==> src/rtl/led_breather.sv <==
// led_breather: ramps an LED up and down through a PWM duty cycle so that an
// on/off request produces a smooth "breathing" LED instead of hard switching.
// Optional square-law brightness mapping is enabled with the macro
// LED_BREATHER_GAMMA_EN; without it the duty level equals the linear level.
module led_breather #(
    parameter int PWM_BITS    = 8,
    parameter int STEP_CYCLES = 4096
) (
    input  logic                i_clk,
    input  logic                i_reset,
    input  logic                i_led,
    output logic                o_pwm,
    output logic [PWM_BITS-1:0] o_level,
    output logic                o_busy
);

    localparam int TMR_W = (STEP_CYCLES > 1) ? $clog2(STEP_CYCLES) : 1;
    localparam logic [PWM_BITS-1:0] LVL_FULL_C = {PWM_BITS{1'b1}};
    localparam logic [PWM_BITS-1:0] LVL_ZERO_C = {PWM_BITS{1'b0}};
    localparam logic [PWM_BITS-1:0] LVL_ONE_C  = {{(PWM_BITS-1){1'b0}}, 1'b1};
    localparam logic [TMR_W-1:0]    TMR_LAST_C = TMR_W'(STEP_CYCLES - 1);
    localparam logic [TMR_W-1:0]    TMR_ONE_C  = {{(TMR_W-1){1'b0}}, 1'b1};

    typedef enum logic [1:0] {
        ST_OFF  = 2'd0,
        ST_RISE = 2'd1,
        ST_ON   = 2'd2,
        ST_FALL = 2'd3
    } state_t;

    state_t              state_r;
    logic                req_r;
    logic                busy_r;
    logic                pwm_r;
    logic [PWM_BITS-1:0] level_r;
    logic [PWM_BITS-1:0] pwm_cnt_r;
    logic [TMR_W-1:0]    timer_r;
    logic                step_s;
    logic [PWM_BITS-1:0] duty_s;

    assign step_s = (timer_r == TMR_LAST_C);

`ifdef LED_BREATHER_GAMMA_EN
    logic [2*PWM_BITS-1:0] level_sq_s;

    // Square-law mapping: keep the upper half of level*level as the duty.
    always_comb begin
        level_sq_s = {{PWM_BITS{1'b0}}, level_r} * {{PWM_BITS{1'b0}}, level_r};
        duty_s     = level_sq_s[2*PWM_BITS-1:PWM_BITS];
    end
`else
    // Linear mapping: duty follows the brightness level directly.
    always_comb begin
        duty_s = level_r;
    end
`endif

    // Capture the request once; all state decisions use this registered copy.
    always_ff @(posedge i_clk or posedge i_reset) begin
        if (i_reset) begin
            req_r <= 1'b0;
        end else begin
            req_r <= i_led;
        end
    end

    // Free-running PWM counter plus registered compare against the duty level.
    always_ff @(posedge i_clk or posedge i_reset) begin
        if (i_reset) begin
            pwm_cnt_r <= LVL_ZERO_C;
            pwm_r     <= 1'b0;
        end else begin
            pwm_cnt_r <= pwm_cnt_r + LVL_ONE_C;
            pwm_r     <= (pwm_cnt_r < duty_s);
        end
    end

    // Free-running step timer; the last count is the brightness step strobe.
    always_ff @(posedge i_clk or posedge i_reset) begin
        if (i_reset) begin
            timer_r <= {TMR_W{1'b0}};
        end else if (step_s) begin
            timer_r <= {TMR_W{1'b0}};
        end else begin
            timer_r <= timer_r + TMR_ONE_C;
        end
    end

    // Ramp FSM: a direction change always wins over a coincident step, and
    // the level saturates at both ends (an end already reached settles at once).
    always_ff @(posedge i_clk or posedge i_reset) begin
        if (i_reset) begin
            state_r <= ST_OFF;
            level_r <= LVL_ZERO_C;
            busy_r  <= 1'b0;
        end else begin
            case (state_r)
                ST_OFF: begin
                    level_r <= LVL_ZERO_C;
                    if (req_r) begin
                        state_r <= ST_RISE;
                        busy_r  <= 1'b1;
                    end else begin
                        busy_r  <= 1'b0;
                    end
                end
                ST_RISE: begin
                    if (!req_r) begin
                        state_r <= ST_FALL;
                        busy_r  <= 1'b1;
                    end else if (level_r == LVL_FULL_C) begin
                        state_r <= ST_ON;
                        busy_r  <= 1'b0;
                    end else if (step_s) begin
                        level_r <= level_r + LVL_ONE_C;
                        if ((level_r + LVL_ONE_C) == LVL_FULL_C) begin
                            state_r <= ST_ON;
                            busy_r  <= 1'b0;
                        end else begin
                            busy_r  <= 1'b1;
                        end
                    end else begin
                        busy_r  <= 1'b1;
                    end
                end
                ST_ON: begin
                    level_r <= LVL_FULL_C;
                    if (!req_r) begin
                        state_r <= ST_FALL;
                        busy_r  <= 1'b1;
                    end else begin
                        busy_r  <= 1'b0;
                    end
                end
                ST_FALL: begin
                    if (req_r) begin
                        state_r <= ST_RISE;
                        busy_r  <= 1'b1;
                    end else if (level_r == LVL_ZERO_C) begin
                        state_r <= ST_OFF;
                        busy_r  <= 1'b0;
                    end else if (step_s) begin
                        level_r <= level_r - LVL_ONE_C;
                        if ((level_r - LVL_ONE_C) == LVL_ZERO_C) begin
                            state_r <= ST_OFF;
                            busy_r  <= 1'b0;
                        end else begin
                            busy_r  <= 1'b1;
                        end
                    end else begin
                        busy_r  <= 1'b1;
                    end
                end
                default: begin
                    state_r <= ST_OFF;
                    level_r <= LVL_ZERO_C;
                    busy_r  <= 1'b0;
                end
            endcase
        end
    end

    assign o_pwm   = pwm_r;
    assign o_level = level_r;
    assign o_busy  = busy_r;

endmodule

==> config.mk <==
export PLATFORM = sky130hd
export DESIGN_NAME = led_breather
export DESIGN_NICKNAME = d
export VERILOG_FILES = /design/src/rtl/led_breather.sv
export SDC_FILE = /design/constraint.sdc
export NUM_CORES = 1
export LEC_CHECK = 0
export CORE_MARGIN = 10
export CORE_UTILIZATION = 30
export CTS_CLUSTER_SIZE = 20
export DETAILED_ROUTE_END_ITERATION = 10
export DONT_BUFFER_PORTS = 1
export GPL_TIMING_DRIVEN = 0
export PLACE_DENSITY = 0.43
export REMOVE_ABC_BUFFERS = 1
export SYNTH_ARGS = -nofsm -noshare
export SYNTH_HDL_FRONTEND = slang
export SYNTH_SLANG_ARGS = --single-unit
==> constraint.sdc <==
create_clock -name i_clk -period 2.43 [get_ports i_clk]
set_clock_uncertainty 0.15 [all_clocks]
set_input_delay 0.243 -clock i_clk [delete_from_list [all_inputs] [get_ports i_clk]]
set_output_delay 0.243 -clock i_clk [all_outputs]
set_load 0.01 [all_outputs]
== Word-level counts from Yosys, hierarchy flattened ==
Index checks and enable logic that the tools add are counted.
Storage, ports and cells
  ROM bits: 0
  flip-flop bits (word level): 33
  RAM bits: 0
  bits in latches: 0
  memories: 0
  output and inout bits: 10
Operators by class
  shift operators: 0
  $lt $le $gt $ge: 1
  reduce and logical (&&, ||, !) cells: 5
  divide/modulo/power cells: 0
  equality and inequality tests: 18
  mux-type cells: 30
  add/sub/neg operators: 4
  bitwise gates (word level): 0
  $mul: 0
Operators by type and width (count)
  8-bit two-way mux: 6
  8-bit one-hot mux with 4 select lines: 1
  2-bit two-way mux: 10
  8-bit by 1-bit adder with 8-bit output (second input constant): 2
  8-bit == test (second input constant): 2
  8-bit zero test: 2
  2-bit inequality test (second input constant): 8
  4-bit inequality test (second input constant): 4
  12-bit by 1-bit adder with 12-bit output (second input constant): 1
  12-bit == test (second input constant): 1
  12-bit two-way mux: 1
  6-bit AND reduction: 2
  1-bit two-way mux: 10
  8-bit < comparator: 1
  2-bit one-hot mux with 4 select lines: 1
  8-bit by 1-bit subtractor with 8-bit output (second input constant): 1
  2-bit == test (second input constant): 2
  1-bit one-hot mux with 4 select lines: 1
  2-bit by 1-bit == test with 1-bit output (second input constant): 1
  2-bit zero test: 1

== Depth between registers and ports, before layout ==
Gate-level depths: netlist (run 1).
  depth after elaboration: 7
  mapped depth: 11

== Worst setup path before layout (run 1) ==
No wires, ideal clock.
  path type: reg-to-reg
  start point: register level_r[0] (netlist: o_level[0])
  end point: register state_r[1]
  clock period less this slack: 2.548 ns
  arrival time: 2.273 ns
  slack: -0.118 ns
  cell stages (with the launch flop): 11
  path buffers: 1
  path through: dfrtp_1 > buf_2 > inv_1 > ha_1 > or3b_4 > o31ai_2 > o21ai_1 > nor3_1 > a31o_1 > a32oi_2 > mux2_4
On the way
  word-level cells in the longest chain between the ends: 4
  elaborated cells on any way between the ends: 16
  those cells by class: 2 x add/sub; 6 x eq/ne; 5 x mux; 3 x reduce/logical
Ends and longest elaborated chain
  start, declared: RTL line 35  | logic [PWM_BITS-1:0] level_r;
  start signal, assigned: RTL line 115  | level_r <= level_r + LVL_ONE_C;
  start signal, assigned: RTL line 143  | level_r <= level_r - LVL_ONE_C;
  8-bit by 1-bit adder with 8-bit output, or another cell as far along: RTL line 116  | if ((level_r + LVL_ONE_C) == LVL_FULL_C) begin
  8-bit == test, or another cell as far along: RTL line 116
  4-bit inequality test (no source line), or another cell as far along
  6-bit AND reduction (no source line) or 2-bit one-hot mux with 4 select lines (tied branches)
  end signal, assigned: RTL line 112  | state_r <= ST_ON;
  end signal, assigned: RTL line 117  | state_r <= ST_ON;
  end signal, assigned: RTL line 129  | state_r <= ST_FALL;
  end, declared: RTL line 31  | state_t state_r;
Several ways; a longest one is shown, not always the timed one.
A chain may end at the register's enable or synchronous reset.

== Final worst setup path (run 1) ==
Ends and elaborated chain as after synthesis.

==> flow_summary_export.csv, run 1 <==
group,metric,value,unit
logic_synthesis,synth_most_common_cell,"dfrtp_1",
floorplanning,coreArea,0.006832,mm²
worst_setup_path,crit_path_cell_trace,"inv_2 -> ha_4 -> or3b_4 -> o31ai_4 -> o21ai_2 -> nor3_2 -> a31o_1 -> a32oi_2 -> mux2_4",
worst_setup_path,critPathCaptureType,"flip-flop",
clocking,htreeDepth,2,
clocking,cts_buffer_depth,2,
timing,finalCriticalPeriod,2.595,ns
logic_synthesis,netlist_top_cells_area,"dfrtp_1 (39%), ha_1 (11%), xnor2_1 (6.6%)",
worst_setup_path,crit_slowest_cell,"dfrtp_2",
place,dpl_worst_slack,-0.6902,ns
clocking,clock_latency,0.28,ns
worst_setup_path,cp_slowest_stage_delay,0.50,ns
clocking,clk_pin_slew_worst_paths,0.07,ns
logic_synthesis,ys_seq_area_share,39.01,%
floorplanning,pin_count,13,
worst_setup_path,critPathLaunchType,"flip-flop",
final_layout,fillers,694,
global_routing,grt_max_degree,34,
run,maxCapViolCount,0,
logic_synthesis,syn_avg_cell_area,9.409,µm²
routing,via_count,1589,
routing,drcViolationCount,0,
floorplanning,die_area,0.01082,mm²
logic_synthesis,synth_edf_count,0,
clocking,cts.sinks,33,
global_routing,grt_pass1_vias,1683,
timing,rsz0062_at_grt,"yes",
place,dpl.hpwl,3.308,mm
worst_setup_path,critPathArrivalTime,2.62,ns
routing,detail_route.first_pass.iterations,4,
timing,whs,0.3180,ns
timing,slew_viol_final,0,
logic_synthesis,ys_warn_count,0,
worst_setup_path,critPathKind,"reg -> reg",
worst_setup_path,crit_fanout,8,
timing,tightest_slew,0.7110,ns
logic_synthesis,synth_seq_cells,33,
timing,finalCritPeriodShare,106.8,%
power,peakVddDrop,0.0005384,V
floorplanning,die_w,104.0,µm
routing,antenna_left,0,
logic_synthesis,netlist_instances,225,
place,io_buffers,0,
logic_synthesis,yosysUniqueCellTypes,45,
worst_hold_path,holdCritPathClass,"reg -> reg",
floorplanning,initial_core_util,30.99,%
logic_synthesis,synthArstFlopShare,100.0,%
status,violations,"setup timing",
timing,hold_viol,0,
routing,wirelength,5.040,mm
logic_synthesis,yosysTopAreaCell,"dfrtp_1",
timing,setup_viol_count_final,3,
global_routing,grt_antenna_before_repair,0,
worst_setup_path,required,2.45,ns
clocking,numCtsBuffers,5,
power,power_per_cell_area,1078,mW/mm²
logic_synthesis,yosysTopAreaCellShare,39.01,%
floorplanning,num_rows,30,
logic_synthesis,synthTopCellsByCount,"dfrtp_1 (33), nand2_1 (20), ha_1 (18)",
clocking,root_buffer,"clkbuf_8",
final_layout,syn2layout_area_growth,15.54,%
timing,slew_headroom,52.53,%
worst_setup_path,crit_family,"compound AO/OA/AOI/OAI gates",
final_layout,antenna-diode-count,0,
global_routing,grt_pass1_wl,8.514,mm
routing,avgRoutedWirePerCell,15.27,µm
floorplanning,die_h,104.0,µm
worst_setup_path,worst-path-buf-inv,1,
routing,via_per_inst,4.815,
timing,max_freq,0.3854,GHz
place,place_congestion,0.8185,
final_layout,drive_gt1_share,17.52,%
timing,setup_ws,-0.1649,ns
clocking,cts_tree,"built",
final_layout,fin_nets,255,
power,power.leakage,0.001015,µW
status,status,"finished, violations left",
global_routing,grtUsageTotal,9.463,%
logic_synthesis,synth-main-ff-cell,"dfrtp_1",
routing,drt_iter0_drc,66,
global_routing,grt-ovfl-total,0,
logic_synthesis,syn-cell-area,0.002117,mm²
layer usage:
layer	routed length, µm	GRT usage [%]	share of wire, %	vias up
met5	0	0	0	-
met4	52	3.181	1.0	0
met3	294	3.160	5.8	4
met2	2410	15.32	48	27
met1	2283	11.47	45	752
li1	-	-	-	806
final cells by class:
type,count,area [µm²],area share (%)
clock buffers,7,86.33,3.529
inverters,17,63.81,2.609
multi-input cells,166,1255,51.30
flip-flops and latches,33,832.0,34.02
well taps,96,120.1,4.910
repair buffers,11,88.84,3.632
cells in the final DEF (no fill, tap or decap), drive strengths merged, types with 2 or more instances in the layout:
master       Yosys  routed
a21o             2       2
a21oi            7       7
a32oi            3       3
and2             2       2
and3             4       4
and4             4       4
buf              7       9
clkbuf           2       7
dfrtp           33      33
dlygate4sd3      0       2
ha              18      18
inv             17      17
nand2           20      20
nand2b           2       2
nand3           15      15
nand4            4       4
nor2            15      15
nor2b            2       2
nor3             9       9
nor4             3       3
o21ai           10      10
o31ai            6       6
or3              3       3
xnor2           16      16
xor2             6       6
through the flow:
stage / cell area, µm² / utilization, % / total power [µW] / setup TNS [ns] / cells
2_1_floorplan: 2054 / - / 1650 / -0.7409 / 216
3_5_place_dp: 2175 / 31.83 / 1940 / -4.538 / 312
4_1_cts: 2391 / 35.00 / 2569 / -0.1094 / 330
3_3_place_gp: 2175 / 31.83 / 1950 / -4.994 / 312
6_report: 2446 / 35.81 / 2638 / -0.3067 / 330
5_1_grt: 2446 / 35.81 / 2887 / -0.7291 / 330
sequential cells by signal, summed over array words and instances (netlist names):
signal / count
o_level: 8
state_r: 2
req_r: 1
o_busy: 1
pwm_cnt_r: 8
timer_r: 12
o_pwm: 1
cells by family after synthesis:
| kind of cell | share of synthesized area, % |
|---|---|
| adders and majority gates | 10.64 |
| AOI/OAI and AO/OA | 13.48 |
| muxes | 1.182 |
| DFF | 39.01 |
| buffers and inverters | 5.969 |
| and+or+nand+nor | 20.63 |
| xor gates and xnor gates | 9.101 |
final timing paths:
kind | slack (ns) | endpoint | depth (start not counted) | from
min reg2reg | 0.32 | timer_r[10]$_DFF_PP0_ | 1 | timer_r[10]$_DFF_PP0_
max in group asynchronous | 1.24 | o_level[1]$_DFFE_PP0P_ | 2 | i_reset
max | -0.16 | state_r[1]$_DFFE_PP0P_ | 9 | o_level[0]$_DFFE_PP0P_
min in group asynchronous | 0.39 | o_busy$_DFF_PP0_ | 2 | i_reset
min | 0.32 | timer_r[10]$_DFF_PP0_ | 1 | timer_r[10]$_DFF_PP0_
max reg2reg | -0.16 | state_r[1]$_DFFE_PP0P_ | 9 | o_level[0]$_DFFE_PP0P_
where the power goes:
| group | total [µW] | switching (µW) | internal, µW | leakage, µW |
|---|---|---|---|---|
| combinational | 1330 | 730 | 603 | 0.000568 |
| sequential | 878 | 228 | 650 | 0.000403 |
| clock | 426 | 202 | 225 | 0.0000443 |
| total | 2640 | 1160 | 1480 | 0.00102 |
repair_timing:
| item | in CTS | in global routing |
|---|---|---|
| hold buffers | 2 | 0 |
| setup endpoints to repair | 11 | 10 |
| pin swaps | 5 | 3 |
| resized for setup | 15 | 12 |
| setup buffers | 9 | 0 |
| endpoints found under the hold margin | 34 | 0 |
(Power assumes the default switching activity.)
==> inputs of run 2 (changes only) <==
--- a/config.mk
+++ b/config.mk
@@ -10,7 +10,6 @@
 export CTS_CLUSTER_SIZE = 20
 export DETAILED_ROUTE_END_ITERATION = 10
 export DONT_BUFFER_PORTS = 1
-export GPL_TIMING_DRIVEN = 0
 export PLACE_DENSITY = 0.43
 export REMOVE_ABC_BUFFERS = 1
 export SYNTH_ARGS = -nofsm -noshare
==> run 2 against run 1 <==
  * Routed wire length is 1.3% lower
  * Highest routed layer unchanged
  * The run now ends clean
  * Via count is 3.7% higher
  * Sequential cell count stayed put
  * Critical path type unchanged
==> flow_summary_export.csv, run 2 (synthesis results as in run 1) <==
group,metric,value,unit
timing,setup_viol_count_final,0,
power,p_seq_share,27.3,%
routing,antenna_left,0,
worst_hold_path,holdCritPathClass,"reg -> reg",
worst_setup_path,cp_slowest_stage_delay,0.42,ns
clocking,cts.sinks,33,
power,intPower,1653,µW
timing,setup_ws,0.03108,ns
power,power_per_cell_area,1092,mW/mm²
worst_setup_path,crit_slowest_cell,"dfrtp_1",
global_routing,grt_pass1_vias,1681,
timing,finalCritPeriodShare,98.72,%
worst_setup_path,reg2reg_from,"o_level[0]$_DFFE_PP0P_",
routing,detail_route.first_pass.iterations,4,
worst_setup_path,crit_fanout,5,
worst_setup_path,crit_path_cell_trace,"inv_2 -> ha_4 -> or3b_4 -> o31ai_2 -> o21ai_1 -> nor3_1 -> a31o_1 -> a32oi_2 -> mux2_4",
place,placedCellCount,339,
floorplanning,die_h,104.0,µm
worst_setup_path,critPathCaptureType,"flip-flop",
floorplanning,initial_core_util,30.99,%
routing,avgRoutedWirePerCell,14.22,µm
place,io_buffers,0,
final_layout,final_common_cell,"dfrtp_1",
power,p_switching,1127,µW
global_routing,grt_antenna_before_repair,0,
worst_setup_path,critPathArrivalTime,2.42,ns
clocking,cts_tree,"built",
power,p_sw_share,40.52,%
floorplanning,num_rows,30,
power,p_total,2780,µW
timing,tightest_slew,0.4399,ns
routing,drt_iter0_drc,101,
final_layout,fin_nets,274,
global_routing,grt_max_degree,34,
timing,hold_viol,0,
worst_setup_path,crit_start,"o_level[0]$_DFFE_PP0P_",
clocking,root_buffer,"clkbuf_8",
power,peakVddDrop,0.0006016,V
timing,timing.setup.tns,0,ns
timing,rsz0062_at_grt,"yes",
routing,via_per_inst,4.709,
worst_setup_path,required,2.46,ns
global_routing,grt_pass1_wl,8.397,mm
floorplanning,pin_count,13,
global_routing,grt-ovfl-total,0,
run,maxCapViolCount,0,
power,combPwrFrac,53.1,%
final_layout,antenna-diode-count,0,
timing,slew_viol_final,0,
final_layout,syn2layout_area_growth,20.27,%
power,clkPwrFrac,19.6,%
floorplanning,die_w,104.0,µm
timing,slew_headroom,70.67,%
place,dpl_worst_slack,-0.008556,ns
global_routing,grtUsageTotal,9.349,%
worst_setup_path,worst-path-buf-inv,1,
clocking,clk_pin_slew_worst_paths,0.07,ns
timing,finalCriticalPeriod,2.399,ns
final_layout,top_register,"timer_r",
final_layout,drive_gt1_share,18.90,%
place,place_congestion,0.8181,
worst_setup_path,critPathKind,"reg -> reg",
final_layout,mostFrequentLayoutCells,"dfrtp_1 (33), buf_4 (28), nand2_1 (20), ha_1 (17), xnor2_1 (16)",
final_layout,stdcell_count,350,
timing,whs,0.3137,ns
floorplanning,die_area,0.01082,mm²
clocking,numCtsBuffers,5,
clocking,htreeDepth,2,
clocking,cts_buffer_depth,2,
floorplanning,coreArea,0.006832,mm²
power,power.leakage,0.001126,µW
final_layout,largest_reg_flops,12,
worst_hold_path,min_from,"timer_r[8]$_DFF_PP0_",
place,dpl.hpwl,3.783,mm
worst_setup_path,crit_family,"simple AND/OR/NAND/NOR gates",
timing,max_freq,0.4169,GHz
worst_setup_path,critPathLaunchType,"flip-flop",
status,status,"finished clean",
routing,wirelength,4.977,mm
routing,drcViolationCount,0,
clocking,clock_latency,0.29,ns
routing,via_count,1648,
run 2: metrics by stage:
stage	utilization (%)	cell area, µm²
3_3_place_gp	34.80	2377
5_1_grt	37.27	2546
2_1_floorplan	-	2054
6_report	37.27	2546
4_1_cts	36.79	2514
3_5_place_dp	34.80	2377
run 2: worst paths after layout:
kind	endpoint	slack (ns)	depth (start not counted)
hold / removal	timer_r[8]$_DFF_PP0_	0.31	1
setup / recovery	state_r[1]$_DFFE_PP0P_	0.03	9
min in group asynchronous	o_busy$_DFF_PP0_	0.35	3
max in group asynchronous	timer_r[10]$_DFF_PP0_	1.47	3
setup reg to reg	state_r[1]$_DFFE_PP0P_	0.03	9
hold reg to reg	timer_r[8]$_DFF_PP0_	0.31	1
run 2: power groups by stage:
| stage | combinational [µW] | clock, µW | sequential, µW |
|---|---|---|---|
| 6_report | 1480 | 545 | 758 |
| 5_1_grt | 1650 | 586 | 779 |
| 4_1_cts | 1440 | 567 | 758 |
| 3_5_place_dp | 1430 | 0 | 765 |
| 3_3_place_gp | 1440 | 0 | 768 |
| 2_1_floorplan | 843 | 0 | 807 |
run 2: layout make-up:
type | instances | area (µm²)
sequential | 33 | 825.8
multi-input combinational | 166 | 1190
clock buffer | 7 | 86.33
inverter | 17 | 63.81
tap | 96 | 120.1
fill | 748 | 4285
timing repair buffer | 30 | 230.2
clock inverter | 1 | 30.03
run 2: timing repair:
item | 4_1_cts | 5_1_grt
resized for setup | 1 | 8
endpoints found under the hold margin | 34 | 0
setup endpoints to repair | 1 | 10
gates cloned | 0 | 0
hold buffers | 2 | 0
pin swaps | 2 | 0
buffers inserted | 0 | 1
run 2: routing by layer:
metal	wire [µm]	global-route usage, %	vias up
met3	278	3.408	7
met2	2271	14.73	29
met4	67	2.982	0
met1	2361	11.55	767
li1	-	-	845
met5	0	0	-
